File: config.mk
export PLATFORM = sky130hd
export DESIGN_NAME = ssd_block_engine
export DESIGN_NICKNAME = d
export VERILOG_FILES = /design/src/rtl/ssd_block_engine.sv
export SDC_FILE = /design/constraint.sdc
export NUM_CORES = 2
export LEC_CHECK = 0
export BUFFER_PORTS_ARGS = -buffer_cell sky130_fd_sc_hd__buf_2
export CAP_MARGIN = 10
export CORE_MARGIN = 3
export CORE_UTILIZATION = 40
export CTS_BUF_LIST = sky130_fd_sc_hd__clkbuf_4 sky130_fd_sc_hd__clkbuf_8 sky130_fd_sc_hd__clkbuf_16
export CTS_CLUSTER_DIAMETER = 200
export DETAILED_ROUTE_END_ITERATION = 16
export PLACE_DENSITY_LB_ADDON = 0.25
export SLEW_MARGIN = 20
export SYNTH_ARGS = -nofsm -noshare
export SYNTH_HDL_FRONTEND = slang
export SYNTH_SLANG_ARGS = --single-unit
File: constraint.sdc
create_clock -name clk_in -period 19.9 [get_ports clk_in]
set_clock_uncertainty 0.05 [all_clocks]
set_input_delay 0 -clock clk_in [delete_from_list [all_inputs] [get_ports clk_in]]
set_output_delay 0 -clock clk_in [all_outputs]
set_load 0.05 [all_outputs]
File: src/rtl/ssd_block_engine.sv
// Stereo block-matching cost engine: aligns left/right rows, forms per-pixel squared (SSD) or
// absolute (SAD) differences and accumulates one cost per block. Tracker option: BEST_MATCH_EN.
module ssd_block_engine #(
    parameter  int unsigned BLOCK_W = 6,
    parameter  int unsigned BLOCK_H = 6,
    parameter  int unsigned PIX_W   = 8,
    localparam int unsigned SUM_W   = 2 * PIX_W + $clog2(BLOCK_W * BLOCK_H + 1),
    localparam int unsigned ROW_W   = BLOCK_W * PIX_W,
    localparam int unsigned OFF_W   = $clog2(BLOCK_W),
    localparam int unsigned CNT_W   = $clog2(BLOCK_H + 1)
) (
    input  logic             clk_in,
    input  logic             rst_in,
    input  logic             row_valid_in,
    output logic             row_ready_out,
    input  logic             row_last_in,
    input  logic [ROW_W-1:0] left_front_in,
    input  logic [ROW_W-1:0] left_back_in,
    input  logic [ROW_W-1:0] right_front_in,
    input  logic [ROW_W-1:0] right_back_in,
    input  logic [OFF_W-1:0] left_offset_in,
    input  logic [OFF_W-1:0] right_offset_in,
    input  logic             mode_sad_in,
    output logic             ssd_valid_out,
    input  logic             ssd_ready_in,
    output logic [SUM_W-1:0] ssd_out,
    output logic [CNT_W-1:0] ssd_rows_out
`ifdef BEST_MATCH_EN
    ,
    input  logic [7:0]       disp_idx_in,
    input  logic             disp_last_in,
    output logic             best_valid_out,
    output logic [SUM_W-1:0] best_ssd_out,
    output logic [7:0]       best_idx_out
`endif
);

    typedef logic [BLOCK_W-1:0][PIX_W-1:0] row_t;
    typedef enum logic [1:0] {StIdle, StAccum, StDrain, StHold} state_e;

    state_e                          state_q;
    logic                            row_ready_q, valid_q, mode_q;
    logic [CNT_W-1:0]                cnt_q, rows_next;
    logic [1:0]                      drain_q;
    logic                            accept, close_blk;
    logic                            s1_valid_q, s1_first_q, s2_valid_q, s2_first_q;
    row_t                            s1_left_q, s1_right_q;
    logic [BLOCK_W-1:0][PIX_W-1:0]   diff;
    logic [BLOCK_W-1:0][2*PIX_W-1:0] term_d, s2_term_q;
    logic [SUM_W-1:0]                row_sum, acc_q;

    // Window is pixels k..k+BLOCK_W-1 of the concatenation {back, front}.
    function automatic row_t align_row(input row_t front, input row_t back,
                                       input logic [OFF_W-1:0] off);
        logic [OFF_W-1:0]   k;
        logic [2*ROW_W-1:0] cat;
        k   = (32'(off) >= BLOCK_W) ? OFF_W'(BLOCK_W - 1) : off;
        cat = {back, front} >> ((BLOCK_W - 32'(k)) * PIX_W);
        return cat[ROW_W-1:0];
    endfunction

    assign accept    = row_valid_in && row_ready_q;
    assign rows_next = (state_q == StIdle) ? CNT_W'(1) : cnt_q + CNT_W'(1);
    assign close_blk = row_last_in || (rows_next == CNT_W'(BLOCK_H));

    always_comb begin
        diff   = '0;
        term_d = '0;
        for (int i = 0; i < BLOCK_W; i++) begin
            diff[i]   = (s1_left_q[i] > s1_right_q[i]) ? s1_left_q[i] - s1_right_q[i]
                                                       : s1_right_q[i] - s1_left_q[i];
            term_d[i] = mode_q ? {{PIX_W{1'b0}}, diff[i]}
                               : {{PIX_W{1'b0}}, diff[i]} * {{PIX_W{1'b0}}, diff[i]};
        end
    end

    always_comb begin
        row_sum = '0;
        for (int i = 0; i < BLOCK_W; i++) begin
            row_sum = row_sum + SUM_W'(s2_term_q[i]);
        end
    end

    always_ff @(posedge clk_in) begin
        if (!rst_in) begin
            s1_valid_q <= 1'b0;
            s1_first_q <= 1'b0;
            s1_left_q  <= '0;
            s1_right_q <= '0;
            s2_valid_q <= 1'b0;
            s2_first_q <= 1'b0;
            s2_term_q  <= '0;
            acc_q      <= '0;
        end else begin
            s1_valid_q <= accept;
            s1_first_q <= (state_q == StIdle);
            if (accept) begin
                s1_left_q  <= align_row(left_front_in, left_back_in, left_offset_in);
                s1_right_q <= align_row(right_front_in, right_back_in, right_offset_in);
            end
            s2_valid_q <= s1_valid_q;
            s2_first_q <= s1_first_q;
            s2_term_q  <= term_d;
            // First row of a block overwrites whatever the previous block left behind.
            if (s2_valid_q) begin
                acc_q <= s2_first_q ? row_sum : acc_q + row_sum;
            end
        end
    end

    always_ff @(posedge clk_in) begin
        if (!rst_in) begin
            state_q     <= StIdle;
            row_ready_q <= 1'b0;
            valid_q     <= 1'b0;
            mode_q      <= 1'b0;
            cnt_q       <= '0;
            drain_q     <= '0;
        end else begin
            case (state_q)
                StIdle, StAccum: begin
                    row_ready_q <= 1'b1;
                    if (accept) begin
                        cnt_q <= rows_next;
                        if (state_q == StIdle) begin
                            mode_q <= mode_sad_in;
                        end
                        if (close_blk) begin
                            state_q     <= StDrain;
                            row_ready_q <= 1'b0;
                            drain_q     <= 2'd2;
                        end else begin
                            state_q <= StAccum;
                        end
                    end
                end
                StDrain: begin
                    if (drain_q == 2'd0) begin
                        state_q <= StHold;
                        valid_q <= 1'b1;
                    end else begin
                        drain_q <= drain_q - 2'd1;
                    end
                end
                StHold: begin
                    if (ssd_ready_in) begin
                        state_q     <= StIdle;
                        valid_q     <= 1'b0;
                        row_ready_q <= 1'b1;
                    end
                end
                default: state_q <= StIdle;
            endcase
        end
    end

    assign row_ready_out = row_ready_q;
    assign ssd_valid_out = valid_q;
    assign ssd_out       = acc_q;
    assign ssd_rows_out  = cnt_q;

`ifdef BEST_MATCH_EN
    logic [7:0]       idx_q, min_idx_q, best_idx_q;
    logic             last_q, best_valid_q, take;
    logic [SUM_W-1:0] min_q, best_ssd_q;

    assign take = acc_q < min_q;

    always_ff @(posedge clk_in) begin
        if (!rst_in) begin
            idx_q        <= '0;
            last_q       <= 1'b0;
            min_q        <= '1;
            min_idx_q    <= '1;
            best_valid_q <= 1'b0;
            best_ssd_q   <= '0;
            best_idx_q   <= '0;
        end else begin
            best_valid_q <= 1'b0;
            if (accept && (state_q == StIdle)) begin
                idx_q  <= disp_idx_in;
                last_q <= disp_last_in;
            end
            if (valid_q && ssd_ready_in) begin
                if (last_q) begin
                    best_valid_q <= 1'b1;
                    best_ssd_q   <= take ? acc_q : min_q;
                    best_idx_q   <= take ? idx_q : min_idx_q;
                    min_q        <= '1;
                    min_idx_q    <= '1;
                end else if (take) begin
                    min_q     <= acc_q;
                    min_idx_q <= idx_q;
                end
            end
        end
    end

    assign best_valid_out = best_valid_q;
    assign best_ssd_out   = best_ssd_q;
    assign best_idx_out   = best_idx_q;
`endif

endmodule

======== Word-level counts from Yosys, hierarchy flattened ========
Index checks and enable logic that the tools add are counted.
storage, ports and cells
  bits in registers ....................... 228
  bits of input ports ..................... 204
  logic and storage cells ................. 130
operators by class
  add/sub/neg operators ................... 22
  multipliers ............................. 6
  magnitude comparators ................... 8
  equal/unequal tests ..................... 9
  shift-type cells ........................ 2
  multiplexer cells ....................... 32
  bitwise operators ....................... 1
  reduce and logical (&&, ||, !) cells .... 15
operator list
  cell                 number
  $shr 96x32->48       2
  $mul 8x8->16         6
  $mux 8               12
  $sub 8x8->8          12
  $gt 8x8->1           6
  $add 22x21->22       1
  $mux 22              1
  $add 20x16->21       1
  $add 19x16->20       1
  $add 18x16->19       1
  $add 17x16->18       1
  $add 16x16->17       1
  $mux 2               7
  $ne 2x2->1 const B   5
  $mux 3               3
  $reduce_and 3->1     3
  $sub 3x3->4 const A  2
  $ge 3x3->1 const B   2
  $pmux 2 s3           1
  $reduce_bool 2->1    3
  $mux 1               5
  $eq 2x2->1 const B   2
  $logic_not 2->1      2
  $pmux 1 s2           2
  other kinds (11)     13

======== Depth between registers and ports, before layout ========
  word-level depth ........................ 7
  mapped depth ............................ 30
  gate-level depth less buffers ........... 30

======== Least setup slack after synthesis ========
Ideal clock, no wire load.
  path kind ............................... register to register
  start ................................... register s1_left_q[32] (netlist bit)
  end ..................................... register s2_term_q[79] (netlist bit)
  data arrival time ....................... 6.222 ns
  required time ........................... 19.722 ns
  setup slack ............................. 13.501 ns
  cell stages (with the launch flop) ...... 29
  path buffers ............................ 0
  period minus slack after synthesis ...... 6.399 ns
  cell sequence ........................... dfxtp_1 -> inv_1 -> ha_1 -> inv_1 -> fa_1 -> a21o_1 -> a21oi_1 -> o221ai_1 -> nand2_1 -> mux2i_1 -> xor2_1 -> or2_2 -> inv_1 -> fa_1 -> fa_1 -> ha_1 -> inv_1 -> fa_1 -> inv_1 -> ha_1 -> a21o_1 -> a21oi_1 -> nor2b_1 -> o21a_1 -> o22a_1 -> a41o_1 -> o41a_1 -> xnor2_1 -> nor2_1
on the way
  longest elaborated chain between the ends .. 3
ends and longest elaborated chain
  what                                       line  RTL
  from (decl)                                47    row_t s1_left_q, s1_right_q;
  from (signal assigned)                     98    s1_left_q <= align_row(left_front_in, left_back_in, left_offset_in);
  $sub 8x8->8, or another cell as far along  71    : s1_right_q[i] - s1_left_q[i];
  $mux 8 (*)                                 70    diff[i] = (s1_left_q[i] > s1_right_q[i]) ? s1_left_q[i] - s1_right_q[i]
  $mul 8x8->16 (*)                           73    : {{PIX_W{1'b0}}, diff[i]} * {{PIX_W{1'b0}}, diff[i]};
  to (signal assigned)                       103   s2_term_q <= term_d;
  to (decl)                                  49    logic [BLOCK_W-1:0][2*PIX_W-1:0] term_d, s2_term_q;
Mark *: on every way between the ends. The rest lies on a longest branch, timed or not.
A chain may end at the register's enable or synchronous reset.

======== Worst setup path in the final report ========
  start ................................... register s1_left_q[24] (netlist bit)
  end ..................................... register s2_term_q[63] (netlist bit)
Same word-level chain as after synthesis.

==> impl_metrics.yaml <==
outcome:
  status: "completed"
place:
  io_buffers: 230
  place.gp.congestion: 0.921
  dp_hpwl_um: 63900
clock_tree:
  cts_tree: "built"
  clkSinkCount: 228
  numCtsBuffers: 28
  ctsRootBufferMaster: "clkbuf_16"
  postCtsSetupRepairBufs: 0
  clk_pin_slew_ns: 0.06
  clk_path_buf_depth: 3
  clk_latency_ns: 0.57
  cts_max_level: 1
floorplanning:
  rows: 97
  io_pins: 231
  start_util_pct: 40.7
  die_area_um2: 75000
  die_height_um: 274
  fp.coreArea_um2: 70500
  fp.dieW_um: 274
yosys:
  synth_area_leaders: "dfxtp_1 (16%), fa_1 (16%), ha_1 (14%)"
  synth.area.mux_share_pct: 12.6
  synth_top_cell_by_area: "dfxtp_1"
  synth_edf_count: 0
  synth_top_cell_area_share_pct: 15.9
  synthesis.nets: 4094
  synthSimpleGateAreaFrac_pct: 13.4
  synth_fa_ha_area_share_pct: 29.4
  ys.flop_type: "dfxtp_1"
  ys_seq_elements: 228
  async_flop_share_pct: 0
  yosysUniqueCellTypes: 71
  syn_area_um2: 28700
  synth_seq_area_share_pct: 15.9
  synth_top_family_by_area: "adder cells"
  synth_warnings: 0
  synth_xor_xnor_area_share_pct: 5.36
  avgSynthCellArea_um2: 8.56
  syn_inst: 3351
  synth_compound_area_share_pct: 14.0
worst_setup_path:
  path_common_cell: "inv_1"
  crit_family: "adder cells"
  max_stage_delay_ns: 0.73
  cp.required_ns: 20.29
  startpoint_type: "register"
  arrival_ns: 7.56
  criticalPathCategory: "register to register"
  endpoint_kind: "register"
  critPathSlowestCell: "xor2_1"
  cp_max_fo: 10
  cp_num_buf_inv: 5
timing:
  finalSetupViolCount: 0
  tightest_slew_ns: 1.11
  period_minus_slack_ns: 7.17
  finalHoldViolCount: 0
  slew_headroom_pct: 25.2
  max_freq_ghz: 0.140
  setup_tns_ns: 0
  drv_slew: 0
  rsz0062_at_grt: "false"
  finalCritPeriodShare_pct: 36.0
cells_and_area:
  fill_cells: 6962
  mostFrequentLayoutCells: "inv_1 (548), nor2_1 (425), ha_1 (312), nand2_1 (253), buf_2 (230)"
  drive_above_1_share_pct: 13.9
  final_nets: 4295
  final_common_cell: "inv_1"
  diodes: 0
  seqCellArea_um2: 4570
  multi_input_area_um2: 21600
  area_growth_pct: 12.8
detailed_routing:
  drt_iter0_markers: 1246
  routedWlPerCell_um: 17.3
  drt-total-wl_um: 78200
  route.detailed.drc: 0
  via_count: 23354
  dr.pass1.iters: 5
  drtAntennaViolNets: 0
  avgViaCountPerCell: 5.18
global_routing:
  grt_pass1_vias: 22626
  grt.overflow.total: 0
  antenna_found_initial: 1
  grt_max_degree: 86
  grt.total_usage_pct: 20.8
  grt_pass1_wl_um: 126000
run:
  max-cap-violations: 0
min_path:
  worst_hold_path_type: "input port to register"
## flip-flops by register name, summed over array words and instances, names as in the netlist
name	flops
ssd_valid_out	1
s1_left_q	48
s1_right_q	48
mode_q	1
s1_valid_q	1
row_ready_out	1
ssd_rows_out	3
state_q	2
ssd_out	22
s2_term_q	96
s1_first_q	1
s2_first_q	1
drain_q	2
s2_valid_q	1
## synthesized netlist by cell type (all sizes together), types with 11 or more instances
cell type,instances
o21ai,78
nand2,253
nor3,30
a21o,82
mux2i,106
o21a,17
nor3b,15
o221ai,11
xor2,78
a211oi,68
nand3,33
nand2b,13
dfxtp,228
a311oi,43
fa,225
buf,32
nor2,425
clkbuf,120
a21oi,169
or2,40
and2,11
ha,314
xnor2,96
o211ai,45
inv,551
mux4,112
nand4,18
nor2b,25
a31oi,11
## cell type report
class	count	share of cell area (%)
multi-input cells	2420	66.6
repair buffers	323	6.17
well taps	940	3.63
clock inverters	11	0.514
clock buffers	39	2.55
inverters	551	6.40
flip-flops and latches	228	14.1
## cells by family after synthesis
| logic type | after synthesis |
|---|---|
| AOI/OAI and AO/OA | 594 |
| buffers and inverters | 703 |
| adders and majority gates | 539 |
| and+or+nand+nor | 892 |
| muxes | 221 |
| xor gates and xnor gates | 174 |
| DFF | 228 |
## worst register-to-register path: cells and delay by family, from the launching register on
kind,cells,cell delay (ns)
adder cells (fa/ha/maj),7,2.50
multiplexers,1,0.25
AO/OA/AOI/OAI,8,1.82
XOR/XNOR,2,0.91
flip-flops,1,0.33
AND/OR/NAND/NOR,5,0.92
buffers and inverters,5,0.26
## through the flow
| stage | setup slack [ns] | instances | hold slack, ns | cell area [µm²] | util (%) |
|---|---|---|---|---|---|
| after detailed placement | 12.77 | 4403 | 0.213 | 30800 | 43.7 |
| after CTS | 12.71 | 4511 | 0.000611 | 32400 | 45.9 |
| after global placement | 12.88 | 4403 | 0.215 | 30800 | 43.7 |
| after global routing | 12.21 | 4512 | 0.00718 | 32400 | 45.9 |
| final | 12.73 | 4512 | 0.0119 | 32400 | 45.9 |
| after floorplan | 13.50 | 3351 | 0.0977 | 28700 | - |
## per-layer routing
metal	global-route usage, %	routed length (µm)	vias to the layer above
met5	0	0	-
met4	6.12	2620	0
met3	1.96	3280	94
met2	34.3	36300	559
met1	28.9	36000	11060
li1	-	-	11641
## worst paths after layout
check,slack (ns),startpoint,endpoint,depth (start not counted)
min reg2reg,0.38,s1_valid_q,s2_valid_q,1
max,12.73,s1_left_q[24],s2_term_q[63],28
min,0.01,left_back_in[45],s1_left_q[45],5
max reg2reg,12.73,s1_left_q[24],s2_term_q[63],28
## timing repair
action / 4_1_cts / 5_1_grt
endpoints found under the setup margin: 0 / 0
hold buffers: 58 / 1
endpoints found under the hold margin: 52 / 1
gates resized for setup: 0 / 0
Power is left out: the tool's default activity adds up to more than one toggle a clock period on the data nets, which glitch-free logic cannot reach.
